### config.mk
export PLATFORM = sky130hd
export DESIGN_NAME = reg_wb_arbiter
export DESIGN_NICKNAME = d
export VERILOG_FILES = /design/src/rtl/reg_wb_arbiter.sv
export SDC_FILE = /design/constraint.sdc
export NUM_CORES = 1
export LEC_CHECK = 0
export ABC_AREA = 1
export CAP_MARGIN = 30
export CORE_UTILIZATION = 30
export DETAILED_ROUTE_END_ITERATION = 10
export HOLD_SLACK_MARGIN = 0.06
export SKIP_CTS_REPAIR_TIMING = 1
export SYNTH_ARGS = -nofsm -noshare
export SYNTH_HDL_FRONTEND = slang
export SYNTH_SLANG_ARGS = --single-unit
### constraint.sdc
create_clock -name clk -period 3.3 [get_ports clk]
set_clock_uncertainty 0.15 [all_clocks]
set_input_delay 0.825 -clock clk [delete_from_list [all_inputs] [get_ports clk]]
set_output_delay 0.825 -clock clk [all_outputs]
set_load 0.01 [all_outputs]
### src/rtl/reg_wb_arbiter.sv
// ---------------------------------------------------------------------------
// reg_wb_arbiter
//
// Shares one register-file write port among N_REQ execution units
// (0=mov, 1=alu, 2=jump, 3=fpu, 4=imm). Each unit pushes {address, data}
// through a valid/ready handshake into a private FIFO. A round-robin
// scheduler pops at most one entry per cycle onto a registered write port.
//
// Parameters:
//   N_REQ       number of requesters (at most 8, because wr_src is 3 bits)
//   DW          write data width
//   AW          register address width
//   FIFO_DEPTH  entries per requester FIFO (power of two, >= 2)
//
// Ports:
//   clk              rising-edge clock
//   reset            synchronous, active-low
//   req_valid[i]     requester i presents an entry
//   req_ready[i]     FIFO i has room (depends on occupancy only)
//   req_search_flat  target register, requester i at [i*AW +: AW]
//   req_in_flat      write data, requester i at [i*DW +: DW]
//   hold             blocks grants at the current edge
//   wr_start         one-cycle write-enable pulse per granted entry
//   wr_search/wr_in  write address / data (hold when there is no grant)
//   wr_src           requester that owns the current write
//   pending          any FIFO non-empty, or a write pulse is in flight
//
// Build option:
//   REG_WB_R0_DROP_EN  when defined, granted entries that target address 0
//                      are consumed without raising wr_start.
// ---------------------------------------------------------------------------
module reg_wb_arbiter #(
    parameter int N_REQ      = 5,
    parameter int DW         = 32,
    parameter int AW         = 5,
    parameter int FIFO_DEPTH = 2
) (
    input  logic                  clk,
    input  logic                  reset,
    input  logic [N_REQ-1:0]      req_valid,
    output logic [N_REQ-1:0]      req_ready,
    input  logic [N_REQ*AW-1:0]   req_search_flat,
    input  logic [N_REQ*DW-1:0]   req_in_flat,
    input  logic                  hold,
    output logic                  wr_start,
    output logic [AW-1:0]         wr_search,
    output logic [DW-1:0]         wr_in,
    output logic [2:0]            wr_src,
    output logic                  pending
);

    localparam int EW = AW + DW;
    localparam int PW = $clog2(FIFO_DEPTH);
    localparam int CW = PW + 1;

    logic [N_REQ-1:0] not_empty;
    logic [N_REQ-1:0] pop;
    logic [EW-1:0]    fifo_head [N_REQ];
    logic [2:0]       rr_reg;
    logic             grant;
    logic [2:0]       winner;
    logic [EW-1:0]    head_entry;
    logic [AW-1:0]    head_addr;
    logic             wr_enable;

    // Per-requester FIFOs. Pointers wrap naturally because the depth is a
    // power of two; occupancy is a separate counter so full and empty are
    // distinguishable without a spare slot.
    genvar gi;
    generate
        for (gi = 0; gi < N_REQ; gi++) begin : g_fifo
            logic [EW-1:0] mem [FIFO_DEPTH];
            logic [PW-1:0] wr_ptr_reg;
            logic [PW-1:0] rd_ptr_reg;
            logic [CW-1:0] count_reg;
            logic          push;

            assign req_ready[gi] = (count_reg < CW'(FIFO_DEPTH));
            assign not_empty[gi] = (count_reg != '0);
            assign push          = req_valid[gi] && req_ready[gi];
            assign fifo_head[gi] = mem[rd_ptr_reg];

            always_ff @(posedge clk) begin
                if (push) begin
                    mem[wr_ptr_reg] <= {req_search_flat[gi*AW +: AW],
                                        req_in_flat[gi*DW +: DW]};
                end
            end

            always_ff @(posedge clk) begin
                if (!reset) begin
                    wr_ptr_reg <= '0;
                    rd_ptr_reg <= '0;
                    count_reg  <= '0;
                end else begin
                    if (push) begin
                        wr_ptr_reg <= wr_ptr_reg + PW'(1);
                    end
                    if (pop[gi]) begin
                        rd_ptr_reg <= rd_ptr_reg + PW'(1);
                    end
                    if (push && !pop[gi]) begin
                        count_reg <= count_reg + CW'(1);
                    end else if (!push && pop[gi]) begin
                        count_reg <= count_reg - CW'(1);
                    end
                end
            end
        end
    endgenerate

    // Round-robin scan starting at rr_reg; the first non-empty FIFO wins.
    always_comb begin
        int idx;
        grant  = 1'b0;
        winner = '0;
        idx    = 0;
        for (int k = 0; k < N_REQ; k++) begin
            idx = int'(rr_reg) + k;
            if (idx >= N_REQ) begin
                idx = idx - N_REQ;
            end
            if (!grant && !hold && not_empty[idx]) begin
                grant  = 1'b1;
                winner = 3'(idx);
            end
        end
    end

    always_comb begin
        pop = '0;
        if (grant) begin
            pop[winner] = 1'b1;
        end
    end

    assign head_entry = fifo_head[winner];
    assign head_addr  = head_entry[EW-1:DW];

`ifdef REG_WB_R0_DROP_EN
    // r0 is hardwired: consume the entry but suppress the write pulse.
    assign wr_enable = (head_addr != '0);
`else
    assign wr_enable = 1'b1;
`endif

    always_ff @(posedge clk) begin
        if (!reset) begin
            rr_reg    <= '0;
            wr_start  <= 1'b0;
            wr_search <= '0;
            wr_in     <= '0;
            wr_src    <= '0;
        end else if (grant) begin
            wr_start  <= wr_enable;
            wr_search <= head_addr;
            wr_in     <= head_entry[DW-1:0];
            wr_src    <= winner;
            rr_reg    <= (winner == 3'(N_REQ - 1)) ? 3'd0 : winner + 3'd1;
        end else begin
            wr_start  <= 1'b0;
        end
    end

    assign pending = (|not_empty) | wr_start;

endmodule

# Yosys cells after proc, flatten, opt, wreduce, memory -nomap -nowiden
# Memories as Yosys holds them, arrays and structs flattened. A register that Yosys moved wholly into a read port is not among the register bits.
# Cells that the tools add are included.
# Widths: inputs -> output; s select.
[totals] reg_bits=64 ramBits=370 inputBits=193 output_inout_bits=47 elab_cells=195 memories=5
[mem_list] memory="g_fifo[0].mem" depth=2 word_bits=37 rd=1 rd_clocked_by_memory_dff=1 write_ports=1 line="72" rtl="logic [EW-1:0] mem [FIFO_DEPTH];"
[mem_list] memory="g_fifo[1].mem" depth=2 word_bits=37 rd=1 rd_clocked_by_memory_dff=1 write_ports=1 line="72"
[mem_list] memory="g_fifo[2].mem" depth=2 word_bits=37 rd=1 rd_clocked_by_memory_dff=1 write_ports=1 line="72"
[mem_list] memory="g_fifo[3].mem" depth=2 word_bits=37 rd=1 rd_clocked_by_memory_dff=1 write_ports=1 line="72"
[mem_list] memory="g_fifo[4].mem" depth=2 word_bits=37 rd=1 rd_clocked_by_memory_dff=1 write_ports=1 line="72"
[classes] addsub=30 order_cmp=18 eq_ne=1 mux=68 n_bitwise=2 n_reduce_logical=51
[op_table] operator="$lt 32x5->1 const B" n=5
[op_table] operator="$mux 32" n=5
[op_table] operator="$bmux 37 s3" n=1
[op_table] operator="$mux 37" n=2
[op_table] operator="$mux 1" n=37
[op_table] operator="$logic_and 1x1->1" n=25
[op_table] operator="$mux 2" n=10
[op_table] operator="$reduce_bool 2->1" n=10
[op_table] operator="$sub 4x3->5 const B" n=4
[op_table] operator="$mux 3" n=6
[op_table] operator="$ge 4x3->1 const B" n=4
[op_table] operator="$bmux 1 s3" n=5
[op_table] operator="$logic_not 1->1" n=15
[op_table] operator="$add 1x1->1 const B" n=10
[op_table] operator="$add 2x1->2 const B" n=5
[op_table] operator="$lt 2x2->1 const B" n=5
[op_table] operator="$sub 2x1->2 const B" n=5
[op_table] operator="$add 3x2->4 const B" n=2
[op_table] operator="$mux 5" n=1
[op_table] operator="$reduce_or 5->1" n=1
[op_table] operator="$add 3x1->4 const B" n=1
[op_table] operator="$add 3x3->4 const B" n=1
[op_table] operator="$ge 4x4->1 const B" n=1
[op_table] operator="$lt 3x4->1 const B" n=1
[op_table] operator="8 further kinds" n=8

# Logic depth before layout (Yosys ltp)
# Gate-level depths: netlist of run 1.
[depth] ltp_word=31 ltp_mapped=31 ltp_nobuf=29

# Worst setup path before layout of run 1
# No wires, ideal clock.
[synth_path] path_kind="flip-flop to flip-flop" from="register rr_reg[0]" to="register g_fifo[0].count_reg[1]" setup_time_ns=0.123 arrival_ns=3.372 required_time_ns=3.027 setup_slack_ns=-0.345 path_stages_with_launch=27 path_buffers=2 period_less_slack_ns=3.645 cell_sequence="dfxtp_1 > buf_4 > inv_2 > ha_1 > inv_1 > ha_1 > inv_1 > a22oi_1 > inv_2 > nand3_1 > nand2_1 > nand3_1 > nor2_2 > nor2_4 > nand4_2 > inv_2 > nand2_2 > nand2_4 > inv_4 > nor2_8 > buf_6 > nand2_1 > ha_1 > a21oi_1 > o21ai_0 > o21ai_0 > a21oi_1"
[synth_via] elab_chain_len=31 elab_cells_between_ends=68 cone_classes="add/sub (9); order compare (7); mux (34); reduce/logical (18)"
[synth_rtl] element="start, declared" line="59" rtl="logic [2:0] rr_reg;"
[synth_rtl] element="start signal, assigned" line="159" rtl="rr_reg <= (winner == 3'(N_REQ - 1)) ? 3'd0 : winner + 3'd1;"
[synth_rtl] element="branches (longest 27 deep; another with $sub 4x3->5)"
[synth_rtl] element="$mux 5 (*)" line="132" rtl="if (grant) begin"
[synth_rtl] element="$logic_not 1->1" line="102" rtl="if (push && !pop[gi]) begin"
[synth_rtl] element="$logic_and 1x1->1" line="102"
[synth_rtl] element="$mux 2 / $reduce_bool 2->1 (equally long branches)"
[synth_rtl] element="end signal, assigned" line="103" rtl="count_reg <= count_reg + CW'(1);"
[synth_rtl] element="end signal, assigned" line="105" rtl="count_reg <= count_reg - CW'(1);"
[synth_rtl] element="end, declared" line="75" rtl="logic [CW-1:0] count_reg;"
# Every way passes the cells marked *. The select of a mux whose other input is x is not followed.
# A chain may end at the register's enable or synchronous reset.

# Worst setup path in the final report of run 1
[layout_path] from="register rr_reg[2]" to="register g_fifo[1].count_reg[1]"
[layout_via] elab_chain_len=31 elab_cells_between_ends=68 cone_classes="add/sub (9); order compare (7); mux (34); reduce/logical (18)"
[layout_rtl] element="branches (longest 27 deep; another with $sub 4x3->5)"
[layout_rtl] element="$mux 5 (*)" line="132"
[layout_rtl] element="$logic_not 1->1" line="102"
[layout_rtl] element="$logic_and 1x1->1" line="102"
[layout_rtl] element="$mux 2 / $reduce_bool 2->1 (equally long branches)"
[layout_rtl] element="end signal, assigned" line="103"
[layout_rtl] element="end signal, assigned" line="105"
[layout_rtl] element="end, declared" line="75"
# Marks and branches as above.

==> flow_summary.json, run 1 <==
{
  "die_h_um": 251,
  "start_util": 0.306,
  "holdPathEnd": "g_fifo[4].rd_ptr_reg",
  "antennaDiodeCount": 0,
  "ys_seq_elements": 439,
  "fmax_mhz": 296,
  "die_x_um": 251,
  "reg2reg_depth": 24,
  "rsz0062_at_grt": "yes",
  "hold_class": "register to register",
  "row_count": 90,
  "mostFrequentLayoutCell": "edfxtp_1",
  "setup_viol": 8,
  "synthAdderAreaFrac": 0.0128,
  "grt_first_pass_wirelength_mm": 80.1,
  "final_cell_area_mm2": 0.0251,
  "synth_edf_count": 370,
  "drive_gt1_frac": 0.200,
  "drt-total-wl_mm": 56.0,
  "final_cell_mix": "edfxtp_1 (370), clkdlybuf4s50_1 (238), nand2_1 (200)",
  "synth_cells": 1495,
  "worst_pin_slew_ns": 0.765,
  "antenna_found_initial": 7,
  "synth_area_per_cell_um2": 12.5,
  "finalCriticalPeriod_ns": 3.38,
  "wl_per_cell_um": 21.2,
  "yosysSeqAreaShare": 0.671,
  "drc_errors": 0,
  "min_period_over_period": 1.02,
  "drtAntennaViolNets": 0,
  "final_max_slew_viol_count": 0,
  "crit_required_ns": 3.60,
  "setup_ws_ns": -0.0823,
  "critPathCaptureType": "register",
  "r2r_slack_ns": -0.08,
  "reg2reg_to": "g_fifo[1].count_reg[1]",
  "status": "complete, but fails checks",
  "violations": "negative setup slack",
  "die_area_mm2": 0.0631,
  "synth_fp_nets": 1707,
  "syn_area_mm2": 0.0186,
  "relSlewSlack": 0.487,
  "final_cells": 2646,
  "muxShareOfSynthArea": 0.101,
  "num_vias": 12600,
  "cts.clk_slew.worst_paths_ns": 0.06,
  "dp_hpwl_mm": 38.9,
  "min-delay-start": "g_fifo[4].rd_ptr_reg",
  "overflow": 0,
  "io_buffers": 239,
  "ys_types": 41,
  "cp-start-kind": "register",
  "fin_nets": 2039,
  "placed_area_mm2": 0.0228,
  "drv_cap": 0,
  "cts_max_level": 2,
  "cp_slowest_cell": "dfxtp_4",
  "synth_warnings": 0,
  "critPathMaxStageDelay_ns": 0.35,
  "areaGrowthSynthToFinish_pct": 34.6,
  "drt_iter0_drc": 786,
  "hold_viol": 0,
  "cts_buffers": 46,
  "grtUsageTotal": 0.173,
  "synth_compound_area_frac": 0.0359,
  "cpMostUsedCell": "nand2_4",
  "dr.pass1.iters": 5,
  "cts.sinks": 439,
  "dp_slack_ns": -0.333,
  "insertion_delay_ns": 0.58,
  "grt_start_max_net_pins": 51,
  "root_buffer": "clkbuf_16",
  "placeableCoreArea_mm2": 0.0608,
  "first_global_vias": 12600,
  "critPathMaxFanout": 5,
  "synthSimpleGateAreaFrac": 0.128,
  "crit_type": "register to register",
  "whs_path_depth": 1,
  "gp_congestion": 0.878,
  "cp_data_arrival_time_ns": 3.68,
  "synth-main-ff-cell": "edfxtp_1",
  "worstPathCellList": "buf_12 > ha_2 > buf_4 > nand2_2 > nand3_2 > nand3_1 > nand3_1 > nand3_2 > nand2_1 > nor2_2 > nor2_2 > nor2_4 > nand4_4 > inv_4 > nand2_4 > nand2_4 > inv_8 > nor2_8 > nand2_4 > ha_4 > a21oi_1 > o21ai_1 > o21ai_1 > a21oi_1",
  "viasPerCell": 4.78,
  "cts_tree": "built",
  "synth_top_family_by_area": "simple AND/OR/NAND/NOR gates",
  "io_pins": 240,
  "cts.path.max_buffers": 3,
  "largest_register_ffs": 370,
  "dp_cells": 2551,
  "r2r_start": "rr_reg[2]",
  "async_reset_ff_frac": 0,
  "synth_xor_area_frac": 0.00282
}
==> through the flow <==
step | TNS [ns] | hold WS (ns) | utilization
5_1_grt | -7.69 | 0.372 | 0.412
4_1_cts | -9.91 | 0.344 | 0.402
6_report | -0.311 | 0.343 | 0.412
3_5_place_dp | -8.98 | 0.330 | 0.376
2_1_floorplan | -0.0216 | 0.306 | -
3_3_place_gp | -5.41 | 0.320 | 0.376
==> worst max-delay path, delay by kind of cell (launching register included) <==
kind                       cells  cell delay [ns]
buffers and inverters          4             0.45
adders and majority gates      2             0.41
DFF                            1             0.35
and+or+nand+nor               14             1.47
AOI/OAI and AO/OA              4             0.41
==> area by class of cell <==
| cell class | instances | area, um2 |
|---|---|---|
| clock buffer | 69 | 1400 |
| clock inverter | 16 | 175 |
| fill | 5706 | 35700 |
| inverter | 137 | 549 |
| multi-input combinational | 848 | 5840 |
| sequential | 439 | 12500 |
| tap | 782 | 978 |
| timing repair buffer | 355 | 3620 |
==> per-layer routing <==
layer  track usage  up-vias  wire [um]
met4        0.0627       12       1760
met3        0.0371      102       3390
met1         0.213     6178      22800
met5             0        -         74
li1              -     5977          -
met2         0.296      367      27900
==> cells by family after synthesis <==
kind of cell,after synthesis
AND/OR/NAND/NOR,511
multiplexers,184
adder cells (fa/ha/maj),19
XOR/XNOR,6
AO/OA/AOI/OAI,128
buffers and inverters,208
flip-flops,439
==> worst max path at each step <==
stage,depth (start not counted),start,endpoint
after floorplan,28,rr_reg[0],g_fifo[0].count_reg[1]
after global placement,26,rr_reg[0],g_fifo[0].count_reg[1]
after detailed placement,25,rr_reg[0],g_fifo[1].count_reg[1]
after CTS,25,rr_reg[0],g_fifo[1].count_reg[1]
after global routing,22,rr_reg[2],g_fifo[0].count_reg[1]
final,24,rr_reg[2],g_fifo[1].count_reg[1]
==> synth_stat cells (2+ instances only) <==
library cell | n | area (um2)
o211ai_1 | 2 | 15.0
buf_4 | 15 | 113
nand2_4 | 4 | 45.0
nor3_1 | 5 | 25.0
nor2_1 | 31 | 116
mux2i_1 | 148 | 1480
xnor2_1 | 2 | 17.5
ha_1 | 19 | 238
nor2_2 | 4 | 25.0
xor2_1 | 4 | 35.0
nand3_1 | 206 | 1030
nand3_2 | 7 | 70.1
a21oi_1 | 59 | 295
clkbuf_1 | 32 | 120
mux2_2 | 36 | 405
nand2_2 | 10 | 62.6
nor2_4 | 3 | 33.8
nand3b_1 | 3 | 22.5
o21a_1 | 2 | 15.0
dfxtp_1 | 69 | 1380
o21ai_0 | 58 | 290
inv_1 | 126 | 473
edfxtp_1 | 370 | 11100
buf_2 | 17 | 85.1
buf_6 | 6 | 67.6
nand4_1 | 13 | 81.3
inv_2 | 9 | 33.8
nand2_1 | 222 | 833
Power of run 1 is not shown: default switching activity piles up to over one toggle a cycle in this logic, so the estimate is an artifact.
==> inputs of run 2 (changes only) <==
Settings changed: TNS_END_PERCENT from default to 10.
==> run 2 against run 1 <==
  * The run still ends with negative setup slack left
  * Non-clock buffer count shrank 3
  * Sequential share of layout area about the same
  * Clock-buffer cell count down 8
  * Critical path type unchanged
==> flow_summary.json, run 2 (synthesis gave the netlist of run 1 again) <==
{
  "power.net_switching_uw": 13100,
  "critPathMaxFanout": 6,
  "antenna_found_initial": 4,
  "fmax_mhz": 297,
  "viasPerCell": 4.77,
  "cts_buffers": 48,
  "overflow": 0,
  "critPathCaptureType": "register",
  "grt_first_pass_wirelength_mm": 79.9,
  "rsz0062_at_grt": "yes",
  "drv_cap": 0,
  "cts_max_level": 2,
  "cp_data_arrival_time_ns": 3.66,
  "placeableCoreArea_mm2": 0.0608,
  "crit_required_ns": 3.59,
  "drt-total-wl_mm": 55.4,
  "start_util": 0.306,
  "grt_start_max_net_pins": 51,
  "cp_slowest_cell": "dfxtp_4",
  "worst_pin_slew_ns": 0.839,
  "dp_hpwl_mm": 38.7,
  "critPathMaxStageDelay_ns": 0.40,
  "hold_viol": 0,
  "drc_errors": 0,
  "pwr_density_cell_mw_per_mm2": 1190,
  "first_global_vias": 12700,
  "p_sw_frac": 0.441,
  "io_buffers": 239,
  "cp-start-kind": "register",
  "power.internal_uw": 16700,
  "root_buffer": "clkbuf_16",
  "drt_iter0_drc": 790,
  "die_x_um": 251,
  "final_max_slew_viol_count": 0,
  "status": "complete, but fails checks",
  "mostFrequentLayoutCell": "edfxtp_1",
  "drtAntennaViolNets": 0,
  "insertion_delay_ns": 0.57,
  "io_pins": 240,
  "final_cell_mix": "edfxtp_1 (370), clkdlybuf4s50_1 (238), nand2_1 (188)",
  "setup_viol": 5,
  "pwr-share-seq": 0.253,
  "fin_nets": 2038,
  "wl_per_cell_um": 20.9,
  "row_count": 90,
  "comb_power_share": 0.563,
  "drive_gt1_frac": 0.205,
  "hold_class": "register to register",
  "cts.sinks": 439,
  "die_h_um": 251,
  "cts.path.max_buffers": 3,
  "finalCriticalPeriod_ns": 3.37,
  "pwr-share-clk": 0.184,
  "largest_register_ffs": 370,
  "setup_ws_ns": -0.0662,
  "gp_congestion": 0.877,
  "p_total_uw": 29800,
  "cts.clk_slew.worst_paths_ns": 0.06,
  "peakVddDrop_mv": 1.19,
  "die_area_mm2": 0.0631,
  "relSlewSlack": 0.441,
  "grtUsageTotal": 0.172,
  "min_period_over_period": 1.02,
  "leakagePower_uw": 0.00933,
  "cpMostUsedCell": "nand2_4",
  "crit_type": "register to register",
  "areaGrowthSynthToFinish_pct": 34.7,
  "dr.pass1.iters": 5,
  "dp_slack_ns": -0.193,
  "violations": "negative setup slack",
  "cts_tree": "built",
  "num_vias": 12600
}
-- run 2: cell count changes in the layout (fill, tap and decap cells not counted), sizes merged, moves of 2 or more --
cell	delta
inv	+2
clkinvlp	-2
clkinv	+8
buf	-3
clkbuf	-8
bufinv	+3
-- run 2: routing by layer --
| layer | wire [um] | vias up | part of all wire | global-route usage |
|---|---|---|---|---|
| met5 | 24 | - | 0.00043 | 0 |
| met1 | 22800 | 6176 | 0.41 | 0.215 |
| met2 | 28000 | 360 | 0.51 | 0.301 |
| met3 | 3250 | 85 | 0.059 | 0.0324 |
| met4 | 1400 | 4 | 0.025 | 0.0503 |
| li1 | - | 5998 | - | - |
-- run 2: path summary, 6_finish.rpt --
| kind | startpoint | endpoint | slack, ns | cells after the start |
|---|---|---|---|---|
| worst max-delay path | rr_reg[0] | g_fifo[0].count_reg[1] | -0.07 | 25 |
| worst min-delay path | wr_src[1] | wr_src[1] | 0.34 | 2 |
| worst max register to register | rr_reg[0] | g_fifo[0].count_reg[1] | -0.07 | 25 |
| worst min register to register | wr_src[1] | wr_src[1] | 0.34 | 2 |
-- run 2: layout make-up --
type | count | area [um2]
Fill cell | 5669 | 35700
Sequential cell | 439 | 12500
Multi-Input combinational cell | 848 | 5890
Timing Repair Buffer | 352 | 3550
Clock buffer | 61 | 1310
Tap cell | 782 | 978
Inverter | 137 | 554
Clock inverter | 27 | 304
Antenna cell | 1 | 2.50
-- run 2: through the flow --
step	TNS, ns	instance area (um2)	hold WS, ns	util	std cells
global route	-6.48	25100	0.375	0.413	2646
floorplan	-0.0220	18700	0.306	-	1495
finish	-0.177	25100	0.340	0.413	2647
detailed placement	-3.29	22800	0.330	0.374	2545
global placement	-0.817	22800	0.319	0.374	2545
CTS	-4.88	24400	0.340	0.401	2633
-- run 2: power groups by stage --
stage	sequential [uW]	combinational (uW)	clock [uW]
2_1_floorplan	7490	9060	0
3_3_place_gp	7630	15300	0
3_5_place_dp	7650	15400	0
4_1_cts	7540	15500	5640
5_1_grt	7630	18400	5840
6_report	7550	16800	5480
-- run 2: critical path, delay by kind of cell (launching register included) --
family	cells	cell delay, ns
compound gates	4	0.40
flops	1	0.40
fa+ha+maj	2	0.40
simple gates	13	1.35
buf+inv	6	0.55
No activity file was read; power rests on OpenSTA's default activity.
==> inputs of run 3 (changes only) <==
--- a/config.mk
+++ b/config.mk
@@ -11,2 +11,3 @@
 export DETAILED_ROUTE_END_ITERATION = 10
+export GPL_TIMING_DRIVEN = 0
 export HOLD_SLACK_MARGIN = 0.06
--- a/constraint.sdc
+++ b/constraint.sdc
@@ -4,2 +4,2 @@
 set_output_delay 0.825 -clock clk [all_outputs]
-set_load 0.01 [all_outputs]
+set_load 0.02 [all_outputs]
==> run 3 against run 2 <==
  * The flow still finishes with violations (negative setup slack)
  * Clock-buffer cell count unchanged
  * Flip-flop and latch count stayed put
  * First-iteration DRC count is 23% higher
  * Critical path type unchanged
==> flow_summary.json, run 3 (synthesis gave the netlist of run 1 again) <==
{
  "met3WireLength_mm": 3.77,
  "num-fill-cells": 5616,
  "cts.path.max_buffers": 3,
  "violations": "negative setup slack",
  "crit_required_ns": 3.61,
  "critPathCaptureType": "register",
  "dp_hpwl_mm": 42.1,
  "final_max_slew_viol_count": 0,
  "die_h_um": 251,
  "worst_pin_slew_ns": 0.896,
  "drv_cap": 0,
  "drt-total-wl_mm": 56.7,
  "min_period_over_period": 1.11,
  "gp_congestion": 0.849,
  "hold_viol": 0,
  "hold_class": "register to register",
  "mostFrequentLayoutCell": "edfxtp_1",
  "placeableCoreArea_mm2": 0.0608,
  "multiInputGateArea_mm2": 0.00590,
  "viasPerCell": 4.75,
  "relSlewSlack": 0.403,
  "finalCriticalPeriod_ns": 3.67,
  "drive_gt1_frac": 0.194,
  "wl_met2_mm": 27.5,
  "cts_buffers": 48,
  "largest_register_ffs": 370,
  "drt_iter0_drc": 973,
  "drtAntennaViolNets": 0,
  "setup_ws_ns": -0.368,
  "rsz0062_at_grt": "yes",
  "cts.clk_slew.worst_paths_ns": 0.07,
  "final_cell_mix": "edfxtp_1 (370), clkdlybuf4s50_1 (239), nand2_1 (198)",
  "antenna_found_initial": 0,
  "die_x_um": 251,
  "drc_errors": 0,
  "status": "complete, but fails checks",
  "ff_latch_area_mm2": 0.0125,
  "grt_first_pass_wirelength_mm": 80.0,
  "top_layer_used": "met4",
  "overflow": 0,
  "cts.sinks": 439,
  "cp_data_arrival_time_ns": 3.98,
  "crit_type": "register to register",
  "num_vias": 12700,
  "grt_start_max_net_pins": 30,
  "first_global_vias": 12400,
  "dr.pass1.iters": 5,
  "wl_per_cell_um": 21.3,
  "fin_nets": 2052,
  "cts_max_level": 2,
  "start_util": 0.306,
  "io_buffers": 239,
  "fmax_mhz": 273,
  "cts_tree": "built",
  "wl_met1_mm": 24.1,
  "row_count": 90,
  "r2r_slack_ns": -0.37,
  "io_pins": 240,
  "insertion_delay_ns": 0.59,
  "critPathMaxFanout": 6,
  "setup_viol": 51,
  "grtUsageTotal": 0.175,
  "cp-start-kind": "register",
  "die_area_mm2": 0.0631,
  "root_buffer": "clkbuf_16",
  "areaGrowthSynthToFinish_pct": 35.3,
  "antennaDiodeCount": 0,
  "post-route-util": 0.414
}
-- run 3: layout make-up --
cell class / instances / area share
timing repair inverter: 1 / 0.000348
sequential: 439 / 0.496
inverter: 137 / 0.0228
multi-input combinational: 848 / 0.234
tap: 782 / 0.0388
timing repair buffer: 295 / 0.119
clock inverter: 29 / 0.0158
clock buffer: 61 / 0.0525
buffer: 70 / 0.0198
-- run 3: metrics by stage --
stage                     setup slack, ns  TNS [ns]  instance area, um2  hold slack (ns)  cells
final                              -0.368     -8.17               25200            0.349   2662
after global routing               -0.569    -16.92               25200            0.385   2662
after CTS                          -0.835    -24.70               24100            0.345   2616
after detailed placement           -0.798    -23.36               22400            0.332   2526
after global placement              -1.60   -572.19               22100            0.321   2516
after floorplan                   -0.0203   -0.0383               18700            0.306   1495
-- run 3: worst paths after layout --
kind,start,to,depth (start not counted)
setup reg to reg,rr_reg[0],g_fifo[0].count_reg[1],26
hold / removal,g_fifo[4].rd_ptr_reg,g_fifo[4].rd_ptr_reg,1
hold reg to reg,g_fifo[4].rd_ptr_reg,g_fifo[4].rd_ptr_reg,1
setup / recovery,rr_reg[0],g_fifo[0].count_reg[1],26
-- run 3: worst max-delay path: stages (launching register included) --
cell and delay, ns:
dfxtp_4 0.35, buf_12 0.14, inv_16 0.06, ha_4 0.11
inv_2 0.04, ha_4 0.31, inv_4 0.05, a22oi_2 0.29
inv_2 0.07, nand3_2 0.09, nand2_4 0.07, nand3_4 0.07
nor2_4 0.04, nor2_4 0.15, nand4_4 0.14, inv_2 0.11
nand2_2 0.07, nand2_4 0.13, inv_8 0.05, nor2_8 0.19
buf_8 0.15, nand2_4 0.05, ha_4 0.25, a21oi_2 0.11
o21ai_2 0.07, o21ai_1 0.12, a21oi_1 0.06
-- run 3: metal layers --
metal | vias to the layer above | GRT usage
li1 | 6005 | -
met1 | 6210 | 0.226
met2 | 375 | 0.293
met3 | 67 | 0.0380
met4 | 0 | 0.0519
met5 | - | 0
Power of run 3 is left out for the same reason.
